<file path="config.mk">
export PLATFORM = sky130hd
export DESIGN_NAME = dds_sin_gen
export DESIGN_NICKNAME = d
export VERILOG_FILES = /design/src/rtl/dds_sin_gen.sv
export SDC_FILE = /design/constraint.sdc
export NUM_CORES = 1
export LEC_CHECK = 0
export BUFFER_PORTS_ARGS = -buffer_cell sky130_fd_sc_hd__clkbuf_2
export CORE_MARGIN = 2
export CORE_UTILIZATION = 45
export CTS_CLUSTER_DIAMETER = 50
export DETAILED_ROUTE_END_ITERATION = 6
export GPL_TIMING_DRIVEN = 0
export SLEW_MARGIN = 20
export SYNTH_ARGS = -nofsm -noshare
export SYNTH_HDL_FRONTEND = slang
export SYNTH_SLANG_ARGS = --single-unit
</file>
<file path="constraint.sdc">
create_clock -name clk -period 9.6 [get_ports clk]
set_clock_uncertainty 0.2 [all_clocks]
set_input_delay 1.92 -clock clk [delete_from_list [all_inputs] [get_ports clk]]
set_output_delay 1.92 -clock clk [all_outputs]
set_load 0.01 [all_outputs]
</file>
<file path="src/rtl/dds_sin_gen.sv">
// Direct digital synthesiser: 24-bit phase accumulator with carry-synchronised
// frequency updates, quarter-wave sine lookup and a three-stage output pipeline.
module dds_sin_gen (
  input  logic        clk,
  input  logic        reset,
  input  logic        enable,
  input  logic        phase_clr,
  input  logic [23:0] freq_word,
  input  logic        freq_load,
  input  logic [7:0]  phase_off,
  output logic [15:0] sin_out,
  output logic        sin_valid,
  output logic        wrap,
  output logic        load_pending
);

  logic [23:0] acc;
  logic [23:0] active_word;
  logic [23:0] pending_word;
  logic [24:0] sum;
  logic        carry_edge;

  logic [7:0]  phase_idx;
  logic [1:0]  quad1;
  logic [5:0]  idx1;
  logic [6:0]  lut_addr;
  logic [14:0] lut_mag;
  logic [14:0] mag2;
  logic        neg2;
  logic [2:0]  valid_sr;

  assign sum        = {1'b0, acc} + {1'b0, active_word};
  assign carry_edge = enable & ~phase_clr & sum[24];
  assign phase_idx  = acc[23:16] + phase_off;
  assign sin_valid  = valid_sr[2];

  always_ff @(posedge clk or negedge reset) begin
    if (!reset) begin
      acc          <= '0;
      active_word  <= '0;
      pending_word <= '0;
      load_pending <= 1'b0;
      wrap         <= 1'b0;
    end else begin
      if (phase_clr)
        acc <= '0;
      else if (enable)
        acc <= sum[23:0];
      wrap <= carry_edge;
      // A new word only lands on a carry edge (or when idle) so the phase never jumps mid-period;
      // the add on that edge already used the old word.
      if (freq_load && (!enable || carry_edge)) begin
        active_word  <= freq_word;
        load_pending <= 1'b0;
      end else if (freq_load) begin
        pending_word <= freq_word;
        load_pending <= 1'b1;
      end else if (load_pending && (carry_edge || !enable)) begin
        active_word  <= pending_word;
        load_pending <= 1'b0;
      end
    end
  end

  // Quarter-wave mirror: quadrants 1 and 3 read the table backwards.
  assign lut_addr = quad1[0] ? (7'd64 - {1'b0, idx1}) : {1'b0, idx1};

  always_comb begin
    lut_mag = '0;
    case (lut_addr)
      7'd0:  lut_mag = 15'd0;     7'd1:  lut_mag = 15'd804;   7'd2:  lut_mag = 15'd1608;  7'd3:  lut_mag = 15'd2410;
      7'd4:  lut_mag = 15'd3212;  7'd5:  lut_mag = 15'd4011;  7'd6:  lut_mag = 15'd4808;  7'd7:  lut_mag = 15'd5602;
      7'd8:  lut_mag = 15'd6393;  7'd9:  lut_mag = 15'd7179;  7'd10: lut_mag = 15'd7962;  7'd11: lut_mag = 15'd8739;
      7'd12: lut_mag = 15'd9512;  7'd13: lut_mag = 15'd10278; 7'd14: lut_mag = 15'd11039; 7'd15: lut_mag = 15'd11793;
      7'd16: lut_mag = 15'd12539; 7'd17: lut_mag = 15'd13279; 7'd18: lut_mag = 15'd14010; 7'd19: lut_mag = 15'd14732;
      7'd20: lut_mag = 15'd15446; 7'd21: lut_mag = 15'd16151; 7'd22: lut_mag = 15'd16846; 7'd23: lut_mag = 15'd17530;
      7'd24: lut_mag = 15'd18204; 7'd25: lut_mag = 15'd18868; 7'd26: lut_mag = 15'd19519; 7'd27: lut_mag = 15'd20159;
      7'd28: lut_mag = 15'd20787; 7'd29: lut_mag = 15'd21403; 7'd30: lut_mag = 15'd22005; 7'd31: lut_mag = 15'd22594;
      7'd32: lut_mag = 15'd23170; 7'd33: lut_mag = 15'd23731; 7'd34: lut_mag = 15'd24279; 7'd35: lut_mag = 15'd24811;
      7'd36: lut_mag = 15'd25329; 7'd37: lut_mag = 15'd25832; 7'd38: lut_mag = 15'd26319; 7'd39: lut_mag = 15'd26790;
      7'd40: lut_mag = 15'd27245; 7'd41: lut_mag = 15'd27683; 7'd42: lut_mag = 15'd28105; 7'd43: lut_mag = 15'd28510;
      7'd44: lut_mag = 15'd28898; 7'd45: lut_mag = 15'd29268; 7'd46: lut_mag = 15'd29621; 7'd47: lut_mag = 15'd29956;
      7'd48: lut_mag = 15'd30273; 7'd49: lut_mag = 15'd30571; 7'd50: lut_mag = 15'd30852; 7'd51: lut_mag = 15'd31113;
      7'd52: lut_mag = 15'd31356; 7'd53: lut_mag = 15'd31580; 7'd54: lut_mag = 15'd31785; 7'd55: lut_mag = 15'd31971;
      7'd56: lut_mag = 15'd32137; 7'd57: lut_mag = 15'd32285; 7'd58: lut_mag = 15'd32412; 7'd59: lut_mag = 15'd32521;
      7'd60: lut_mag = 15'd32609; 7'd61: lut_mag = 15'd32678; 7'd62: lut_mag = 15'd32728; 7'd63: lut_mag = 15'd32757;
      7'd64: lut_mag = 15'd32767;
      default: lut_mag = '0;
    endcase
  end

  // Data stages move only on enabled edges; the valid tag shifts every edge.
  always_ff @(posedge clk or negedge reset) begin
    if (!reset) begin
      quad1    <= '0;
      idx1     <= '0;
      mag2     <= '0;
      neg2     <= 1'b0;
      sin_out  <= '0;
      valid_sr <= '0;
    end else begin
      valid_sr <= {valid_sr[1:0], enable};
      if (enable) begin
        quad1   <= phase_idx[7:6];
        idx1    <= phase_idx[5:0];
        mag2    <= lut_mag;
        neg2    <= quad1[1];
        sin_out <= neg2 ? (16'd0 - {1'b0, mag2}) : {1'b0, mag2};
      end
    end
  end

endmodule

</file>
==> results.yml, run 1 <==
run_status:
  status: "completed"
grt:
  grt_pass1_vias: 7119
  track_usage_pct: 25.8
  antenna_found_initial: 0
  overflow: 0
  grt_max_degree: 74
  grt_first_pass_wirelength_um: 37500
worst_setup_path:
  r2r_cells: 12
  worstPathRequired_ps: 9670
  ff2ff_setup_slack_ps: 5110
  end_kind: "flop"
  worstReg2RegStart: "idx1[0]"
  crit_path_start_kind: "flop"
  critPathMaxFanout: 13
  crit_type: "reg -> reg"
  r2r_end: "mag2[10]"
  arrival_ps: 4560
layout:
  layout_common_cells: "dfrtp_1 (117), nand3_1 (92), nor2_1 (84)"
  finish.instance_area_sq_um: 9180
  final_common_cell: "dfrtp_1"
  final_layout_size_suffix_gt1_share_pct: 13.7
  diodes: 0
  n_fill_cell: 1688
  final_cell_count_no_fill: 1225
  num-nets-final: 1067
  area_growth_pct: 15.2
  final_core_util_pct: 53.1
timing:
  max_freq_ghz: 0.222
  finalSetupViolations: 0
  hold_viol_final: 0
  relSlewSlack_pct: 36.0
  rsz0062_at_grt: "false"
  fin_ws_ps: 5110
  tns_ps: 0
  layout_worst_path_cycle_share_pct: 46.8
  final.min_clock_period_ps: 4490
  worst_pin_slew_ps: 953
  drv_slew: 0
  hold_ws_ps: 147
synth:
  syn_avg_cell_area_sq_um: 8.73
  ys_ff_latch: 117
  yosysTopAreaCell: "dfrtp_1"
  ys.flop_type: "dfrtp_1"
  synth_warnings: 0
  synth_nets: 992
  synth_edf_count: 0
  synth_cells: 912
  synth_top_area_share_pct: 36.8
  synth.yosys.seq_area_share_pct: 36.8
  async_reset_ff_share_pct: 100
  ys_types: 63
  synth_area_leaders: "dfrtp_1 (37%), ha_1 (6.4%), nand3_1 (5.8%)"
  syn-cell-area_sq_um: 7960
min_path:
  worstHoldPathCells: 0
  hold_end: "valid_sr[1]"
  holdCritStartpoint: "valid_sr[0]"
  hold_class: "reg -> reg"
route:
  first_iter_violations: 644
  firstDrtPassIters: 5
  vias_per_cell: 5.94
  vias: 7281
  wl_um: 23500
  drcViolationCount: 0
  ant_nets: 0
  avgRoutedWirePerCell_um: 19.1
clocking:
  cts.htree.levels: 4
  cts_made_buffers: 17
  cts_tree: "yes"
  clockBufferDepth: 2
  cts_resized: 0
  cts.clk_slew.worst_paths_ps: 60
  clk_latency_ps: 420
  hold_buffers: 0
  cts_setup_buffers: 0
  cts_sinks: 117
  cts-root-buf: "clkbuf_16"
power:
  power.total_mw: 3.35
  ir_drop_mv: 0.168
  leakage_nw: 4.07
  power_density_nw_per_um2: 365
place:
  dpl.hpwl_um: 17000
  placed_area_sq_um: 8570
  place.gp.congestion: 0.946
  portBuffers: 54
  pre_cts_ws_ps: 5300
  dpl.cell_count: 1193
floorplan:
  design.core.area_sq_um: 17300
  start_util_pct: 46.0
  rows: 48
  die_area_sq_um: 18800
  die_h_um: 137
  die_x_um: 137
  io-pin-count: 56
job:
  cap_violations: 0
-- flip-flops by register name (all words and copies together), names as in the netlist --
register / flops
sin_out: 16
wrap: 1
mag2: 15
quad1: 2
neg2: 1
valid_sr: 3
active_word: 24
pending_word: 24
acc: 24
load_pending: 1
idx1: 6
-- routing by layer --
layer / vias up / global-route usage (%) / share of wire [%]
met3: 46 / 4.81 / 5.1
met1: 3473 / 33.4 / 45
met5: - / 0 / 0
met2: 268 / 42.4 / 47
met4: 0 / 10.6 / 3.2
li1: 3494 / - / -
-- cells in the mapped netlist, types with 3 or more instances --
cell       instances
o31ai_1            9
mux2i_1           18
a21o_1            12
nand3_1           92
a21oi_1           75
nand2_1           59
nand4_1            6
a31oi_1           13
nor4_1             5
buf_2              5
and2_1             3
buf_12             3
a22oi_1            4
o21a_1             5
a211oi_1          13
o21ai_0           81
nand2b_1           6
o211ai_1          14
o221ai_1           3
or4_1              4
clkbuf_1          43
nor2_1            84
ha_1              41
a2111oi_0          4
xor2_1            24
buf_1             14
or3_1              7
nor2b_1            5
nor3_1            15
o21bai_1           3
o41ai_1            3
inv_1             22
o2111ai_1          4
mux2_2            13
xnor2_1           24
mux2_4            20
o311ai_0           6
dfrtp_1          117
o22ai_1            3
-- worst max path at each step --
stage,end,cells past startpoint,startpoint
final,mag2[10],12,idx1[0]
after global routing,mag2[4],12,idx1[0]
after CTS,mag2[10],13,idx1[0]
after detailed placement,mag2[10],13,idx1[0]
after global placement,pending_word[9],1,reset
after floorplan,pending_word[10],6,phase_clr
-- where the power goes --
part / internal [mW] / total (mW) / switching (mW)
logic: 0.671 / 1.91 / 1.24
registers: 0.651 / 0.780 / 0.129
clock network: 0.419 / 0.661 / 0.243
total: 1.74 / 3.35 / 1.61
-- cells by family after synthesis --
logic type               count (synthesis)  share of synthesized area [%]
AND/OR/NAND/NOR                        294                           17.1
AO/OA/AOI/OAI                          271                           21.2
flip-flops                             117                           36.8
buffers and inverters                   88                           4.84
multiplexers                            51                           7.87
XOR/XNOR                                48                           5.28
adder cells (fa/ha/maj)                 43                           6.94
-- critical path: stages, from the launching register on --
cell	delay, ps
dfrtp_1	420
inv_1	130
clkbuf_1	350
ha_1	320
clkbuf_1	210
nor3b_1	200
o21ai_0	510
nand2_1	370
clkbuf_1	360
a2111oi_0	720
nor3_1	110
o221ai_1	310
o21ai_0	140
-- area by class of cell --
class                           instances  area, sq um  area share, %
Multi-Input combinational cell        707         4660           50.7
Inverter                               23         86.3          0.941
Tap cell                              225          282           3.07
Buffer                                 65          299           3.26
Clock inverter                         13          169           1.84
Clock buffer                           19          443           4.83
Timing Repair Buffer                   56          314           3.42
Sequential cell                       117         2930           31.9
No activity file was read; power rests on OpenSTA's default activity.
==> inputs of run 2 (changes only) <==
==> constraint.sdc (replaced) <==
create_clock -name clk -period 4.2 [get_ports clk]
set_clock_uncertainty 0.2 [all_clocks]
set_input_delay 0.84 -clock clk [delete_from_list [all_inputs] [get_ports clk]]
set_output_delay 0.84 -clock clk [all_outputs]
set_load 0.01 [all_outputs]
==> run 2 against run 1 <==
  * Utilization about the same
  * Sequential cell count unchanged
  * Design area about the same
  * Critical path type unchanged
  * Critical path depth unchanged
==> results.yml, run 2 (synthesis results as in run 1) <==
floorplan:
  design.core.area_sq_um: 17300
  die_x_um: 137
  die_h_um: 137
  io-pin-count: 56
  start_util_pct: 46.0
  die_area_sq_um: 18800
  rows: 48
place:
  dpl.cell_count: 1193
  placed_area_sq_um: 8570
  pre_cts_ws_ps: -98.2
  portBuffers: 54
  place.gp.congestion: 0.946
  dpl.hpwl_um: 17000
clocking:
  cts.htree.levels: 4
  clk_latency_ps: 420
  clockBufferDepth: 2
  cts_sinks: 117
  cts.clk_slew.worst_paths_ps: 60
  cts_setup_buffers: 0
  cts_made_buffers: 17
  hold_buffers: 0
  cts-root-buf: "clkbuf_16"
  cts_tree: "yes"
timing:
  layout_worst_path_cycle_share_pct: 96.1
  finalSetupViolations: 0
  worst_pin_slew_ps: 906
  fin_ws_ps: 164
  relSlewSlack_pct: 39.2
  drv_slew: 0
  final.min_clock_period_ps: 4040
  max_freq_ghz: 0.248
  rsz0062_at_grt: "false"
  hold_viol_final: 0
layout:
  final_core_util_pct: 53.1
  layout_common_cells: "dfrtp_1 (117), nand3_1 (92), nor2_1 (84)"
  final_common_cell: "dfrtp_1"
  finish.instance_area_sq_um: 9190
  final_cell_count_no_fill: 1225
  diodes: 0
  area_growth_pct: 15.3
  num-nets-final: 1067
  top_regs: "acc (24), active_word (24), pending_word (24)"
  final_layout_size_suffix_gt1_share_pct: 14.2
grt:
  grt_pass1_vias: 7119
  grt_max_degree: 74
  grt_first_pass_wirelength_um: 37500
  antenna_found_initial: 0
  track_usage_pct: 25.8
  overflow: 0
power:
  leakage_nw: 4.08
  power_density_nw_per_um2: 835
  ir_drop_mv: 0.380
route:
  avgRoutedWirePerCell_um: 19.1
  ant_nets: 0
  wl_um: 23400
  firstDrtPassIters: 5
  vias: 7307
  drcViolationCount: 0
  vias_per_cell: 5.96
  first_iter_violations: 628
worst_setup_path:
  worstPathRequired_ps: 4270
  arrival_ps: 4110
  critPathMaxFanout: 13
  crit_path_start_kind: "flop"
  crit_type: "reg -> reg"
  end_kind: "flop"
run_status:
  status: "completed"
job:
  cap_violations: 0
min_path:
  hold_class: "reg -> reg"
-- run 2: cell types whose count changed in the layout (fill, tap and decap cells not counted) --
cell,previous run,this run
a2111oi_0,4,3
a2111oi_1,0,1
buf_1,14,13
clkbuf_1,44,40
clkbuf_2,53,58
o21ai_0,81,80
o21ai_1,1,2
-- run 2: metal layers --
| metal | track usage, % | routed length [um] |
|---|---|---|
| met5 | 0 | 0 |
| met2 | 42.4 | 11000 |
| met3 | 4.81 | 1220 |
| met1 | 33.4 | 10400 |
| met4 | 10.6 | 777 |
-- run 2: stage by stage --
stage	setup TNS [ps]	power [mW]	hold WS (ps)
after floorplan	0	4.75	131
after global placement	-1280	6.07	133
after detailed placement	-158	6.03	137
after CTS	0	7.57	150
after global routing	0	8.19	151
final	0	7.67	147
-- run 2: worst max-delay path, stage by stage (launching register included) --
cell,delay [ps]
dfrtp_1,420
inv_1,160
clkbuf_2,330
ha_1,200
clkbuf_1,330
nor3b_1,270
or3_1,230
nand2_1,220
clkbuf_1,350
a2111oi_1,610
nor3_1,110
o221ai_1,310
o21ai_0,140
-- run 2: power breakdown --
group	internal [mW]	switching (mW)	total, mW
sequential	1.49	0.296	1.78
clock	0.957	0.553	1.51
combinational	1.55	2.83	4.38
-- run 2: worst paths after layout --
path	startpoint	end	slack, ps	depth (start not counted)
setup / recovery	idx1[0]	mag2[10]	160	12
max in group asynchronous	reset	active_word[23]	2940	2
hold / removal	valid_sr[0]	valid_sr[1]	150	0
hold reg to reg	valid_sr[0]	valid_sr[1]	150	0
min in group asynchronous	reset	sin_out[0]	160	1
setup reg to reg	idx1[0]	mag2[10]	160	12
-- run 2: layout make-up --
cell class              instances  area [sq um]
well taps                     225           282
clock inverters                13           169
multi-input cells             707          4660
clock buffers                  19           443
repair buffers                 56           314
inverters                      23          86.3
fillers                      1685          8110
plain buffers                  65           305
flip-flops and latches        117          2930
-- run 2: repair_timing --
action,4_1_cts,5_1_grt
pin swaps,0,0
setup endpoints to repair,5,11
gates resized for setup,1,9
